<file path="src/rtl/mem_arbiter_if.sv">
// Bus bundle between the two cache requesters, the arbiter and the shared data memory.
// The master view belongs to the arbiter, which drives the memory bus. The slave view
// belongs to the requesters and the memory model.
interface mem_arbiter_if #(
    parameter int unsigned BLOCKSIZE = 4
);
    localparam int unsigned IDXW = $clog2(BLOCKSIZE);

    // Requester side
    logic            IReq;
    logic            DReq;
    logic            IWrite;
    logic            DWrite;
    logic            IBurst;
    logic            DBurst;
    logic [31:0]     IAddr;
    logic [31:0]     DAddr;
    logic [31:0]     IWD;
    logic [31:0]     DWD;
    logic            IGnt;
    logic            DGnt;
    logic [IDXW-1:0] WordIdx;
    logic [31:0]     RData;
    logic            IRValid;
    logic            DRValid;
    logic            IDone;
    logic            DDone;

    // Memory side
    logic [31:0]     MemA;
    logic [31:0]     MemWD;
    logic            MemWE;
    logic            MemRE;
    logic            MemHSEL;
    logic [31:0]     MemRD;
    logic            MemValid;

    modport master (
        input  IReq, DReq, IWrite, DWrite, IBurst, DBurst, IAddr, DAddr, IWD, DWD,
        input  MemRD, MemValid,
        output IGnt, DGnt, WordIdx, RData, IRValid, DRValid, IDone, DDone,
        output MemA, MemWD, MemWE, MemRE, MemHSEL
    );

    modport slave (
        output IReq, DReq, IWrite, DWrite, IBurst, DBurst, IAddr, DAddr, IWD, DWD,
        output MemRD, MemValid,
        input  IGnt, DGnt, WordIdx, RData, IRValid, DRValid, IDone, DDone,
        input  MemA, MemWD, MemWE, MemRE, MemHSEL
    );
endinterface

</file>
<file path="src/rtl/mem_arbiter.sv">
// Round-robin arbiter and burst sequencer that shares one data memory between the I-side and
// D-side caches. It runs one single-word or block-length transfer at a time. Read data is
// returned in the same cycle as the address.
module mem_arbiter #(
    parameter int unsigned BLOCKSIZE = 4
) (
    input  logic          clk,
    input  logic          reset,
    mem_arbiter_if.master bus
);
    localparam int unsigned IDXW = $clog2(BLOCKSIZE);

    // Bursts are block-aligned. Single words are only word-aligned.
    localparam logic [31:0] BlkMask  = ~(32'(BLOCKSIZE) * 32'd4 - 32'd1);
    localparam logic [31:0] WordMask = ~32'h3;

    typedef enum logic [1:0] {StIdle, StXferI, StXferD} state_e;

    state_e          state_q, state_d;
    logic [IDXW-1:0] count_q, count_d;
    logic            last_d_q, last_d_d;
    logic [31:0]     base_q, base_d;
    logic            write_q, write_d;
    logic            burst_q, burst_d;

    logic            is_d;
    logic            last_word;

    // State register with synchronous active-low reset
    always_ff @(posedge clk) begin
        if (!reset) begin
            state_q  <= StIdle;
            count_q  <= '0;
            last_d_q <= 1'b0;
            base_q   <= '0;
            write_q  <= 1'b0;
            burst_q  <= 1'b0;
        end else begin
            state_q  <= state_d;
            count_q  <= count_d;
            last_d_q <= last_d_d;
            base_q   <= base_d;
            write_q  <= write_d;
            burst_q  <= burst_d;
        end
    end

    assign is_d      = (state_q == StXferD);
    assign last_word = burst_q ? (count_q == IDXW'(BLOCKSIZE - 1)) : (count_q == '0);

    // Arbitration, word sequencing and all bus outputs
    always_comb begin
        state_d  = state_q;
        count_d  = count_q;
        last_d_d = last_d_q;
        base_d   = base_q;
        write_d  = write_q;
        burst_d  = burst_q;

        bus.IGnt    = 1'b0;
        bus.DGnt    = 1'b0;
        bus.WordIdx = '0;
        bus.RData   = bus.MemRD;
        bus.IRValid = 1'b0;
        bus.DRValid = 1'b0;
        bus.IDone   = 1'b0;
        bus.DDone   = 1'b0;
        bus.MemA    = '0;
        bus.MemWD   = '0;
        bus.MemWE   = 1'b0;
        bus.MemRE   = 1'b0;
        bus.MemHSEL = 1'b0;

        unique case (state_q)
            StIdle: begin
                count_d = '0;
                // On a tie the side that was not granted last wins.
                if (bus.IReq && (!bus.DReq || last_d_q)) begin
                    state_d  = StXferI;
                    last_d_d = 1'b0;
                    base_d   = bus.IAddr & (bus.IBurst ? BlkMask : WordMask);
                    write_d  = bus.IWrite;
                    burst_d  = bus.IBurst;
                end else if (bus.DReq) begin
                    state_d  = StXferD;
                    last_d_d = 1'b1;
                    base_d   = bus.DAddr & (bus.DBurst ? BlkMask : WordMask);
                    write_d  = bus.DWrite;
                    burst_d  = bus.DBurst;
                end
            end
            StXferI, StXferD: begin
                bus.MemHSEL = 1'b1;
                bus.MemRE   = !write_q;
                bus.MemWE   = write_q;
                // Base is block-aligned, so OR-ing the index in can never carry out of the block.
                bus.MemA    = base_q | {{(30 - IDXW){1'b0}}, count_q, 2'b00};
                bus.MemWD   = is_d ? bus.DWD : bus.IWD;
                bus.WordIdx = count_q;
                bus.IGnt    = !is_d;
                bus.DGnt    = is_d;
                if (bus.MemValid) begin
                    bus.IRValid = !is_d && !write_q;
                    bus.DRValid = is_d && !write_q;
                    if (last_word) begin
                        bus.IDone = !is_d;
                        bus.DDone = is_d;
                        count_d   = '0;
                        state_d   = StIdle;
                    end else begin
                        count_d = count_q + IDXW'(1);
                    end
                end
            end
            default: begin
                state_d = StIdle;
                count_d = '0;
            end
        endcase
    end
endmodule

</file>
<file path="src/flat_wrapper.sv">
// flat-port wrapper written by rule: the top's interface ports become plain ports
module mem_arbiter_flat 
#(
    parameter int unsigned BLOCKSIZE = 4
)
  (clk, reset, bus_IReq, bus_DReq, bus_IWrite, bus_DWrite, bus_IBurst, bus_DBurst, bus_IAddr, bus_DAddr, bus_IWD, bus_DWD, bus_MemRD, bus_MemValid, bus_IGnt, bus_DGnt, bus_WordIdx, bus_RData, bus_IRValid, bus_DRValid, bus_IDone, bus_DDone, bus_MemA, bus_MemWD, bus_MemWE, bus_MemRE, bus_MemHSEL);
  mem_arbiter_if #(.BLOCKSIZE(BLOCKSIZE)) bus_i ();
  input  logic clk;
  input  logic reset;
  input wire logic [$bits(bus_i.IReq)-1:0] bus_IReq;
  input wire logic [$bits(bus_i.DReq)-1:0] bus_DReq;
  input wire logic [$bits(bus_i.IWrite)-1:0] bus_IWrite;
  input wire logic [$bits(bus_i.DWrite)-1:0] bus_DWrite;
  input wire logic [$bits(bus_i.IBurst)-1:0] bus_IBurst;
  input wire logic [$bits(bus_i.DBurst)-1:0] bus_DBurst;
  input wire logic [$bits(bus_i.IAddr)-1:0] bus_IAddr;
  input wire logic [$bits(bus_i.DAddr)-1:0] bus_DAddr;
  input wire logic [$bits(bus_i.IWD)-1:0] bus_IWD;
  input wire logic [$bits(bus_i.DWD)-1:0] bus_DWD;
  input wire logic [$bits(bus_i.MemRD)-1:0] bus_MemRD;
  input wire logic [$bits(bus_i.MemValid)-1:0] bus_MemValid;
  output wire logic [$bits(bus_i.IGnt)-1:0] bus_IGnt;
  output wire logic [$bits(bus_i.DGnt)-1:0] bus_DGnt;
  output wire logic [$bits(bus_i.WordIdx)-1:0] bus_WordIdx;
  output wire logic [$bits(bus_i.RData)-1:0] bus_RData;
  output wire logic [$bits(bus_i.IRValid)-1:0] bus_IRValid;
  output wire logic [$bits(bus_i.DRValid)-1:0] bus_DRValid;
  output wire logic [$bits(bus_i.IDone)-1:0] bus_IDone;
  output wire logic [$bits(bus_i.DDone)-1:0] bus_DDone;
  output wire logic [$bits(bus_i.MemA)-1:0] bus_MemA;
  output wire logic [$bits(bus_i.MemWD)-1:0] bus_MemWD;
  output wire logic [$bits(bus_i.MemWE)-1:0] bus_MemWE;
  output wire logic [$bits(bus_i.MemRE)-1:0] bus_MemRE;
  output wire logic [$bits(bus_i.MemHSEL)-1:0] bus_MemHSEL;
  assign bus_i.IReq = bus_IReq;
  assign bus_i.DReq = bus_DReq;
  assign bus_i.IWrite = bus_IWrite;
  assign bus_i.DWrite = bus_DWrite;
  assign bus_i.IBurst = bus_IBurst;
  assign bus_i.DBurst = bus_DBurst;
  assign bus_i.IAddr = bus_IAddr;
  assign bus_i.DAddr = bus_DAddr;
  assign bus_i.IWD = bus_IWD;
  assign bus_i.DWD = bus_DWD;
  assign bus_i.MemRD = bus_MemRD;
  assign bus_i.MemValid = bus_MemValid;
  assign bus_IGnt = bus_i.IGnt;
  assign bus_DGnt = bus_i.DGnt;
  assign bus_WordIdx = bus_i.WordIdx;
  assign bus_RData = bus_i.RData;
  assign bus_IRValid = bus_i.IRValid;
  assign bus_DRValid = bus_i.DRValid;
  assign bus_IDone = bus_i.IDone;
  assign bus_DDone = bus_i.DDone;
  assign bus_MemA = bus_i.MemA;
  assign bus_MemWD = bus_i.MemWD;
  assign bus_MemWE = bus_i.MemWE;
  assign bus_MemRE = bus_i.MemRE;
  assign bus_MemHSEL = bus_i.MemHSEL;
  mem_arbiter #(.BLOCKSIZE(BLOCKSIZE)) u_core (.clk(clk), .reset(reset), .bus(bus_i));
endmodule
</file>
<file path="config.mk">
export PLATFORM = sky130hd
export DESIGN_NAME = mem_arbiter_flat
export DESIGN_NICKNAME = d
export VERILOG_FILES = /design/src/rtl/mem_arbiter_if.sv /design/src/rtl/mem_arbiter.sv /design/src/flat_wrapper.sv
export SDC_FILE = /design/constraint.sdc
export NUM_CORES = 1
export LEC_CHECK = 0
export BUFFER_PORTS_ARGS = -buffer_cell sky130_fd_sc_hd__clkbuf_2
export CAP_MARGIN = 20
export CORE_AREA = 2 2 108 110
export DETAILED_ROUTE_END_ITERATION = 8
export DIE_AREA = 0 0 110 112
export GPL_TIMING_DRIVEN = 0
export MAX_ROUTING_LAYER = met4
export PLACE_DENSITY = 0.59
export RECOVER_POWER = 100
export SYNTH_ARGS = -nofsm -noshare
export SYNTH_HDL_FRONTEND = slang
export SYNTH_SLANG_ARGS = --single-unit
</file>
<file path="constraint.sdc">
create_clock -name clk -period 3.45 [get_ports clk]
set_input_delay 0.8625 -clock clk [delete_from_list [all_inputs] [get_ports clk]]
set_output_delay 0.8625 -clock clk [all_outputs]
set_load 0.05 [all_outputs]
</file>
==> out/qor.txt, run 1 <==
Final min period: 3.14 ns
Static Leak: 1.85 nW
ys flop type: dfxtp_1
Die Area: 12300 µm²
filler instances: 1249
initial antenna violation count: 0
pin count of the biggest net entering global routing: 11
R2R Path Start: u_core.state_q[0]
TNS Setup: 0 ns
Final Setup Violations: 0
top post-synthesis cells by area: dfxtp_1 (26%), mux2i_1 (11%), buf_4 (10%)
Arr. time, crit path: 2.28 ns
fraction of registers with async set/reset: 0%
nets@finish: 763
Final Hold Vio Count: 0
WL final: 11.2 mm
hold_buf cts: 0
core area: 11200 µm²
Die H: 112 µm
maximum clock path buffer count: 2
Total Routing Usage GR: 17.4%
R2R Path End: u_core.base_q[5]
pwr/cell area: 555 nW/µm²
Die Span X: 110 µm
Hold WC Path Type: register to register
Synth Register Bits: 37
Final period util: 91.1%
CP startpoint kind: register
Cells after Synth: 345
Final Skew: 0.00521 ns
CTS root buffer: clkbuf_16
Rel. slew slack: 55.9%
Yosys top cell by area: dfxtp_1
htree depth: 2
worst-margin pin slew: 0.664 ns
run status: finished, final reports clean
Post-synth top cells: buf_4 (40), dfxtp_1 (37), and2_1 (33), mux2i_1 (33), nor2b_1 (33)
Final Non-Filler Cells: 731
Avg Inst Size Synth: 8.38 µm²
vias in the first global route: 3366
FF-to-FF setup slack: 1.66 ns
Initial Util: 25.9%
WS Path Type: register to output port
clk_lat worst skew: 0.28 ns
Layout area overhead: 47.2%
Vias: 3442
unrepaired setup endpoints after global routing: false
most instantiated library cell after synthesis: buf_4
post-synth top area share: 25.6%
CP Data Required Time: 2.59 ns
critical path capture point type: output port
initial drt markers: 100
Max FO, Critical Path: 10
placed wire-length estimate: 9.32 mm
Reg2Reg Depth: 7
Hold Crit Depth: 2
Post-Syn Area: 2890 µm²
number of flops mapped to enable cells by yosys: 0
CTS buffer count: 5
residual DRC count: 0
Hold Path End: u_core.base_q[30]
CTS tree: built
I/O pins: 276
maximum vdd drop: 290 µV
GP Congestion: 0.813
share of cells above drive strength 1: 32.8%
Row Count: 39
gr ovfl total: 0
antenna cell count: 0
Ys Warns: 0
maxcap violations: 0
postcts setup bufs: 0
Max Freq: 0.318 GHz
library cells used by synthesis: 33
HP Start: u_core.base_q[30]
Reg clk slew, reported paths: 0.05 ns
clk sinks: 37
Via-to-Cell Ratio: 4.71
register area share after synthesis: 25.6%
max-slew violations: 0
IO buf count: 235
drt pass-1 iters: 5
global-route wire length before repair: 16.3 mm
# resized after CTS: 0
placed insts: 724
post-route ant nets: 0
post-DR wirelength/cell: 15.3 µm
area by class of cell:
cell class | instances | area, µm² | area share (%)
buffer | 68 | 413 | 9.70
clock buffer | 7 | 143 | 3.35
inverter | 6 | 22.5 | 0.529
multi-input combinational | 235 | 1710 | 40.1
sequential | 37 | 741 | 17.4
tap | 143 | 179 | 4.20
timing repair buffer | 235 | 1050 | 24.7
cell families (layout without fill, tap and decap cells):
logic type                 Yosys count  in the layout  share of synthesized area (%)
AOI/OAI and AO/OA                   78             78                           21.1
DFF                                 37             37                           25.6
other                                1              2                          0.130
xor gates and xnor gates             1              1                          0.303
adders and majority gates            6              6                           2.60
muxes                               34             34                           11.8
and+or+nand+nor                    114            114                           22.9
buffers and inverters               74            316                           15.5
worst max-delay path, cell delays in order, from the launching register on:
cell and delay (ns):
dfxtp_1 0.35, inv_1 0.08, ha_1 0.47, clkbuf_1 0.41, and2_1 0.22, clkbuf_1 0.47
power breakdown:
part	leakage [nW]	switching, mW	internal (mW)
logic	1.47	0.995	0.390
clock network	0.0700	0.167	0.284
registers	0.305	0.0334	0.492
total	1.85	1.20	1.17
worst max-delay path by stage:
stage | startpoint | end | slack [ns] | cells past startpoint
6_report | u_core.state_q[1] | bus_MemA[6] | 0.31 | 5
5_1_grt | u_core.state_q[0] | bus_MemA[14] | 0.12 | 5
4_1_cts | u_core.state_q[1] | bus_DRValid | 0.37 | 6
3_5_place_dp | u_core.state_q[1] | bus_DRValid | 0.68 | 6
3_3_place_gp | u_core.state_q[1] | bus_DRValid | 0.66 | 6
2_1_floorplan | u_core.state_q[0] | bus_MemWD[10] | 0.45 | 6
placed cells by master (no fill, tap or decap), drive strengths merged:
| master | instances |
|---|---|
| nand2 | 4 |
| o21a | 4 |
| mux2i | 33 |
| clkbuf | 260 |
| a31oi | 2 |
| conb | 2 |
| a32oi | 29 |
| o21ai | 4 |
| nand2b | 3 |
| a211o | 2 |
| a21oi | 1 |
| o22ai | 2 |
| nor2b | 33 |
| o31a | 1 |
| a21boi | 31 |
| nand3 | 31 |
| buf | 50 |
| o211a | 1 |
| nor2 | 5 |
| ha | 6 |
| a211oi | 1 |
| nand4bb | 1 |
| inv | 6 |
| and2 | 33 |
| and3 | 1 |
| dfxtp | 37 |
| nand4b | 2 |
| nand3b | 1 |
| xnor2 | 1 |
| mux2 | 1 |
metal layers:
| layer | routed length [µm] | part of all wire, % | vias to the layer above | global-route usage, % |
|---|---|---|---|---|
| li1 | - | - | 1670 | - |
| met5 | 0 | 0 | - | - |
| met2 | 5910 | 53 | 169 | 32.8 |
| met4 | 101 | 0.90 | 0 | 3.71 |
| met3 | 1090 | 9.8 | 8 | 4.10 |
| met1 | 4060 | 36 | 1595 | 17.8 |
per-stage QoR:
step	power [mW]	util (%)	hold WS [ns]	instance area, µm²	worst slack (ns)
after floorplan	1.61	-	0.499	2900	0.452
after global placement	1.97	38.0	0.508	4250	0.660
after detailed placement	1.99	38.0	0.515	4250	0.683
after CTS	2.45	39.3	0.530	4390	0.369
after global routing	2.50	38.1	0.574	4260	0.124
final	2.36	38.1	0.533	4260	0.309
state kept, by name, summed over array words and instances, names as in the netlist:
register	cells
u_core.burst_q	1
u_core.state_q	2
u_core.count_q	2
u_core.base_q	30
u_core.last_d_q	1
u_core.write_q	1
Power figures use the tool's default switching activity.
==> inputs of run 2 (changes only) <==
Settings changed: ABC_AREA from default to 1, CORE_AREA 2 2 108 110 to 2 2 107 109, DIE_AREA 0 0 110 112 to 0 0 109 111, PLACE_DENSITY 0.59 to 0.67.
==> run 2 against run 1 <==
Non-clock buffer count down 4. Sequential share of layout area about the same. First-iteration DRC count grew 99%. Sequential power is 3% lower. Worst hold slack got worse by 0.068 ns. Highest routed layer unchanged.
==> out/qor.txt, run 2 <==
Initial Util: 25.8%
Row Count: 39
pwr/cell area: 501 nW/µm²
Die Span X: 109 µm
Max Freq: 0.319 GHz
Worst Slack Setup Final: 0.313 ns
Yosys top cell by area: nand2_1
Synth Register Bits: 37
Final Non-Filler Cells: 896
worst hold margin: 0.465 ns
Final Hold Vio Count: 0
antenna cell count: 0
sw power: 1.08 mW
cell breakdown of the critical path: inv_1 -> ha_1 -> inv_1 -> clkbuf_1 -> nor2_1 -> nor2_1 -> clkbuf_1
Largest Register: u_core.base_q
DP Worst Slack: 0.686 ns
library cells used by synthesis: 23
Ys Warns: 0
Die Area: 12100 µm²
Worst path depth: 7
clk_lat worst skew: 0.27 ns
CTS buffer count: 5
register area share after synthesis: 25.9%
Rel. slew slack: 23.3%
Total Routing Usage GR: 17.7%
ys flop type: dfxtp_1
switching share of power: 50.9%
maximum vdd drop: 200 µV
global-route wire length before repair: 16.5 mm
residual DRC count: 0
most instantiated library cell after synthesis: nand2_1
Crit path max-delay family: buffers and inverters
pin count of the biggest net entering global routing: 11
number of flops mapped to enable cells by yosys: 0
nets@finish: 928
WL final: 10.9 mm
cell area after layout: 4250 µm²
Cells after Synth: 508
clk sinks: 37
Final Setup Violations: 0
Seq pwr share: 23.9%
maximum clock path buffer count: 2
Hold Crit Depth: 2
Reg clk slew, reported paths: 0.05 ns
CTS root buffer: clkbuf_16
Layout area overhead: 48.9%
htree depth: 2
number of flip-flops under the largest register name: 30
commonest cells after routing, fill and taps aside: nand2_1 (200), clkbuf_2 (160), clkbuf_1 (95)
Buf/Inv on CP: 4
hold_buf cts: 0
Post-synth top cells: nand2_1 (199), nor2_1 (68), inv_1 (48), buf_4 (39), a21oi_1 (38)
initial antenna violation count: 0
critical path capture point type: output port
WS Path Type: register to output port
vias in the first global route: 3436
postcts setup bufs: 0
I/O pins: 276
share of cells above drive strength 1: 28.3%
worst-margin pin slew: 1.14 ns
Post-Syn Area: 2860 µm²
Clk pwr share: 21.1%
post-synth top area share: 26.2%
CP startpoint kind: register
drt pass-1 iters: 5
top post-synthesis cells by area: nand2_1 (26%), dfxtp_1 (26%), buf_4 (10%)
Cell Int Power: 1.05 mW
Vias: 3757
core area: 11100 µm²
Max FO, Critical Path: 10
Final min period: 3.14 ns
CP Data Required Time: 2.59 ns
TNS Setup: 0 ns
maxcap violations: 0
Via-to-Cell Ratio: 4.19
filler instances: 1337
Reg2Reg Depth: 8
top flop regs: u_core.base_q x30, u_core.count_q x2, u_core.state_q x2
Final Skew: 0.00207 ns
Top Usage Layer GRT: met2
post-DR wirelength/cell: 12.2 µm
max-slew violations: 0
placed cell areas: 4240 µm²
GP Congestion: 0.759
Worst path slowest cell: clkbuf_1
placed wire-length estimate: 9.06 mm
Die H: 111 µm
Final period util: 90.9%
unrepaired setup endpoints after global routing: false
Comb pwr share: 55.0%
CTS tree: built
final core utilization: 38.4%
Hold WC Path Type: register to register
Avg Inst Size Synth: 5.62 µm²
Arr. time, crit path: 2.27 ns
M3 GR Usage: 3.17%
# resized after CTS: 0
most common cell after layout, fill and taps aside: nand2_1
initial drt markers: 199
placed insts: 889
Pwr Total: 2.13 mW
fraction of registers with async set/reset: 0%
CP max stage delay: 0.47 ns
met1 Use GR: 18.8%
post-route ant nets: 0
met2 Use GR: 33.0%
gr ovfl total: 0
IO buf count: 237
Static Leak: 2.49 nW
run status: finished, final reports clean
==> run 2: power groups by stage <==
stage	clock network, mW	registers, mW	logic, mW
6_report	0.449	0.509	1.17
2_1_floorplan	0	0.512	0.890
5_1_grt	0.481	0.516	1.28
3_5_place_dp	0	0.518	1.22
4_1_cts	0.464	0.509	1.23
3_3_place_gp	0	0.517	1.22
==> run 2: worst register-to-register path: stages (launching register included) <==
cell	delay (ns)
dfxtp_1	0.32
inv_1	0.10
ha_1	0.18
o21ai_0	0.40
inv_1	0.35
clkbuf_1	0.41
o21ai_1	0.16
nand2_1	0.09
inv_1	0.04
==> run 2: cell type report <==
class                   instances  area [µm²]  share of cell area (%)
repair buffers                237        1090                    25.6
multi-input cells             359        1520                    35.7
flip-flops and latches         37         741                    17.4
inverters                      51         191                    4.50
clock buffers                   7         143                    3.35
well taps                     143         179                    4.21
plain buffers                  62         390                    9.18
==> run 2: routing by layer <==
metal	part of all wire, %	wire length [µm]
met1	38	4160
met2	51	5590
met3	8.7	953
met4	1.8	193
met5	0	0
==> run 2: final timing paths <==
path	startpoint	to	slack (ns)
worst max-delay path	u_core.state_q[0]	bus_MemWD[11]	0.31
worst min-delay path	u_core.base_q[11]	u_core.base_q[11]	0.47
worst max register to register	u_core.state_q[0]	u_core.burst_q	1.32
worst min register to register	u_core.base_q[11]	u_core.base_q[11]	0.47
==> run 2: logic make-up after synthesis <==
kind of cell	synth area share, %
buf+inv	20.7
flops	25.9
compound gates	13.4
simple gates	37.2
other cells	0.131
fa+ha+maj	2.63
==> inputs of run 3 (changes only) <==
Settings changed: RECOVER_POWER 100 to default.
==> run 3 against run 2 <==
Sequential share of layout area shrank 0.50 points. First-iteration DRC count grew 14%. Clock power is essentially flat. Setup slack gained 0.11 ns. Largest cell class is now buffers. Largest power group unchanged. Worst hold slack is essentially flat. Highest routed layer unchanged. Power grew 1.8%. Sequential power is essentially flat. Count of clock-buffer cells in the layout is the same. Global-route usage is the same.
==> out/qor.txt, run 3 (synthesis results as in run 2) <==
WL final: 10.9 mm
Arr. time, crit path: 2.16 ns
Final min period: 3.02 ns
gr ovfl total: 0
post-DR wirelength/cell: 12.2 µm
CTS tree: built
multi-input logic area: 1540 µm²
critical path capture point type: output port
Hold WC Path Type: register to register
maxcap violations: 0
Pwr Total: 2.17 mW
Max Freq: 0.331 GHz
metal3 WL: 919 µm
CP Launch Point: u_core.state_q[0]
hold_buf cts: 0
IO buf count: 237
Worst path slowest cell: clkbuf_1
Vias: 3746
WS Path Type: register to output port
maximum vdd drop: 198 µV
Die Span X: 109 µm
Final Hold Vio Count: 0
clk sinks: 37
# resized after CTS: 0
GP Congestion: 0.759
filler instances: 1283
CP Data Required Time: 2.59 ns
Final Skew: 0.00364 ns
unrepaired setup endpoints after global routing: false
Largest Register: u_core.base_q
placed wire-length estimate: 9.06 mm
initial antenna violation count: 0
postcts setup bufs: 0
pin count of the biggest net entering global routing: 11
vias in the first global route: 3436
global-route wire length before repair: 16.5 mm
Die H: 111 µm
core area: 11100 µm²
Static Leak: 2.76 nW
Final period util: 87.7%
worst-margin pin slew: 0.549 ns
DR WL met2: 5.61 mm
pwr/cell area: 495 nW/µm²
residual DRC count: 0
FF-to-FF setup slack: 1.95 ns
CTS root buffer: clkbuf_16
number of flip-flops under the largest register name: 30
clk_lat worst skew: 0.27 ns
worst hold margin: 0.465 ns
Via-to-Cell Ratio: 4.18
Max Used Layer: met4
cell area after layout: 4380 µm²
top flop regs: u_core.base_q x30, u_core.count_q x2, u_core.state_q x2
CP max stage delay: 0.40 ns
maximum clock path buffer count: 2
most common cell after layout, fill and taps aside: clkbuf_2
commonest cells after routing, fill and taps aside: clkbuf_2 (237), nand2_1 (199), nor2_1 (68)
CP startpoint kind: register
placed cell areas: 4240 µm²
share of cells above drive strength 1: 40.0%
Total Routing Usage GR: 17.7%
Layout area overhead: 53.4%
Die Area: 12100 µm²
Max FO, Critical Path: 10
HP Start: u_core.base_q[11]
Reg clk slew, reported paths: 0.05 ns
cell breakdown of the critical path: inv_1 -> ha_1 -> inv_1 -> clkbuf_1 -> nor2_1 -> nor2_1 -> clkbuf_2
post-route ant nets: 0
initial drt markers: 226
drt pass-1 iters: 6
run status: finished, final reports clean
Rel. slew slack: 63.4%
storage element area: 741 µm²
CTS buffer count: 5
met1 wire length: 4.18 mm
Final Setup Violations: 0
R2R Path Start: u_core.state_q[0]
max-slew violations: 0
antenna cell count: 0
Row Count: 39
htree depth: 2
TNS Setup: 0 ns
nets@finish: 928
Initial Util: 25.8%
I/O pins: 276
[run 3: where the power goes]
group | leakage, nW | total (mW) | switching [mW] | internal [mW]
logic | 2.38 | 1.21 | 0.896 | 0.312
clock network | 0.0700 | 0.451 | 0.167 | 0.284
registers | 0.305 | 0.509 | 0.0277 | 0.482
[run 3: cell type report]
class | instances | share of cell area, %
inverter | 51 | 4.37
multi-input combinational | 359 | 35.1
sequential | 37 | 16.9
clock buffer | 7 | 3.26
timing repair buffer | 237 | 27.1
tap | 143 | 4.09
buffer | 62 | 9.14
[run 3: path summary, 6_finish.rpt]
kind | to | cells past startpoint
setup reg to reg | u_core.state_q[1] | 7
hold / removal | u_core.base_q[11] | 2
setup / recovery | bus_MemWD[12] | 7
hold reg to reg | u_core.base_q[11] | 2
[run 3: metrics by stage]
stage,setup slack (ns),utilization (%),std cells
after floorplan,0.0764,-,509
after global placement,0.704,38.2,889
after detailed placement,0.686,38.2,889
after CTS,0.387,39.5,896
after global routing,0.255,39.5,896
final,0.425,39.5,896
[run 3: critical path, delay by kind of cell (launching register included)]
family	cells	cell delay (ns)
adders and majority gates	1	0.33
DFF	1	0.35
buffers and inverters	4	0.95
and+or+nand+nor	2	0.25
[run 3: layer usage]
metal  global-route usage, %  vias up
met3                    3.17       12
li1                        -     1989
met2                    33.0      154
met5                       -        -
met4                    4.44        0
met1                    18.8     1591
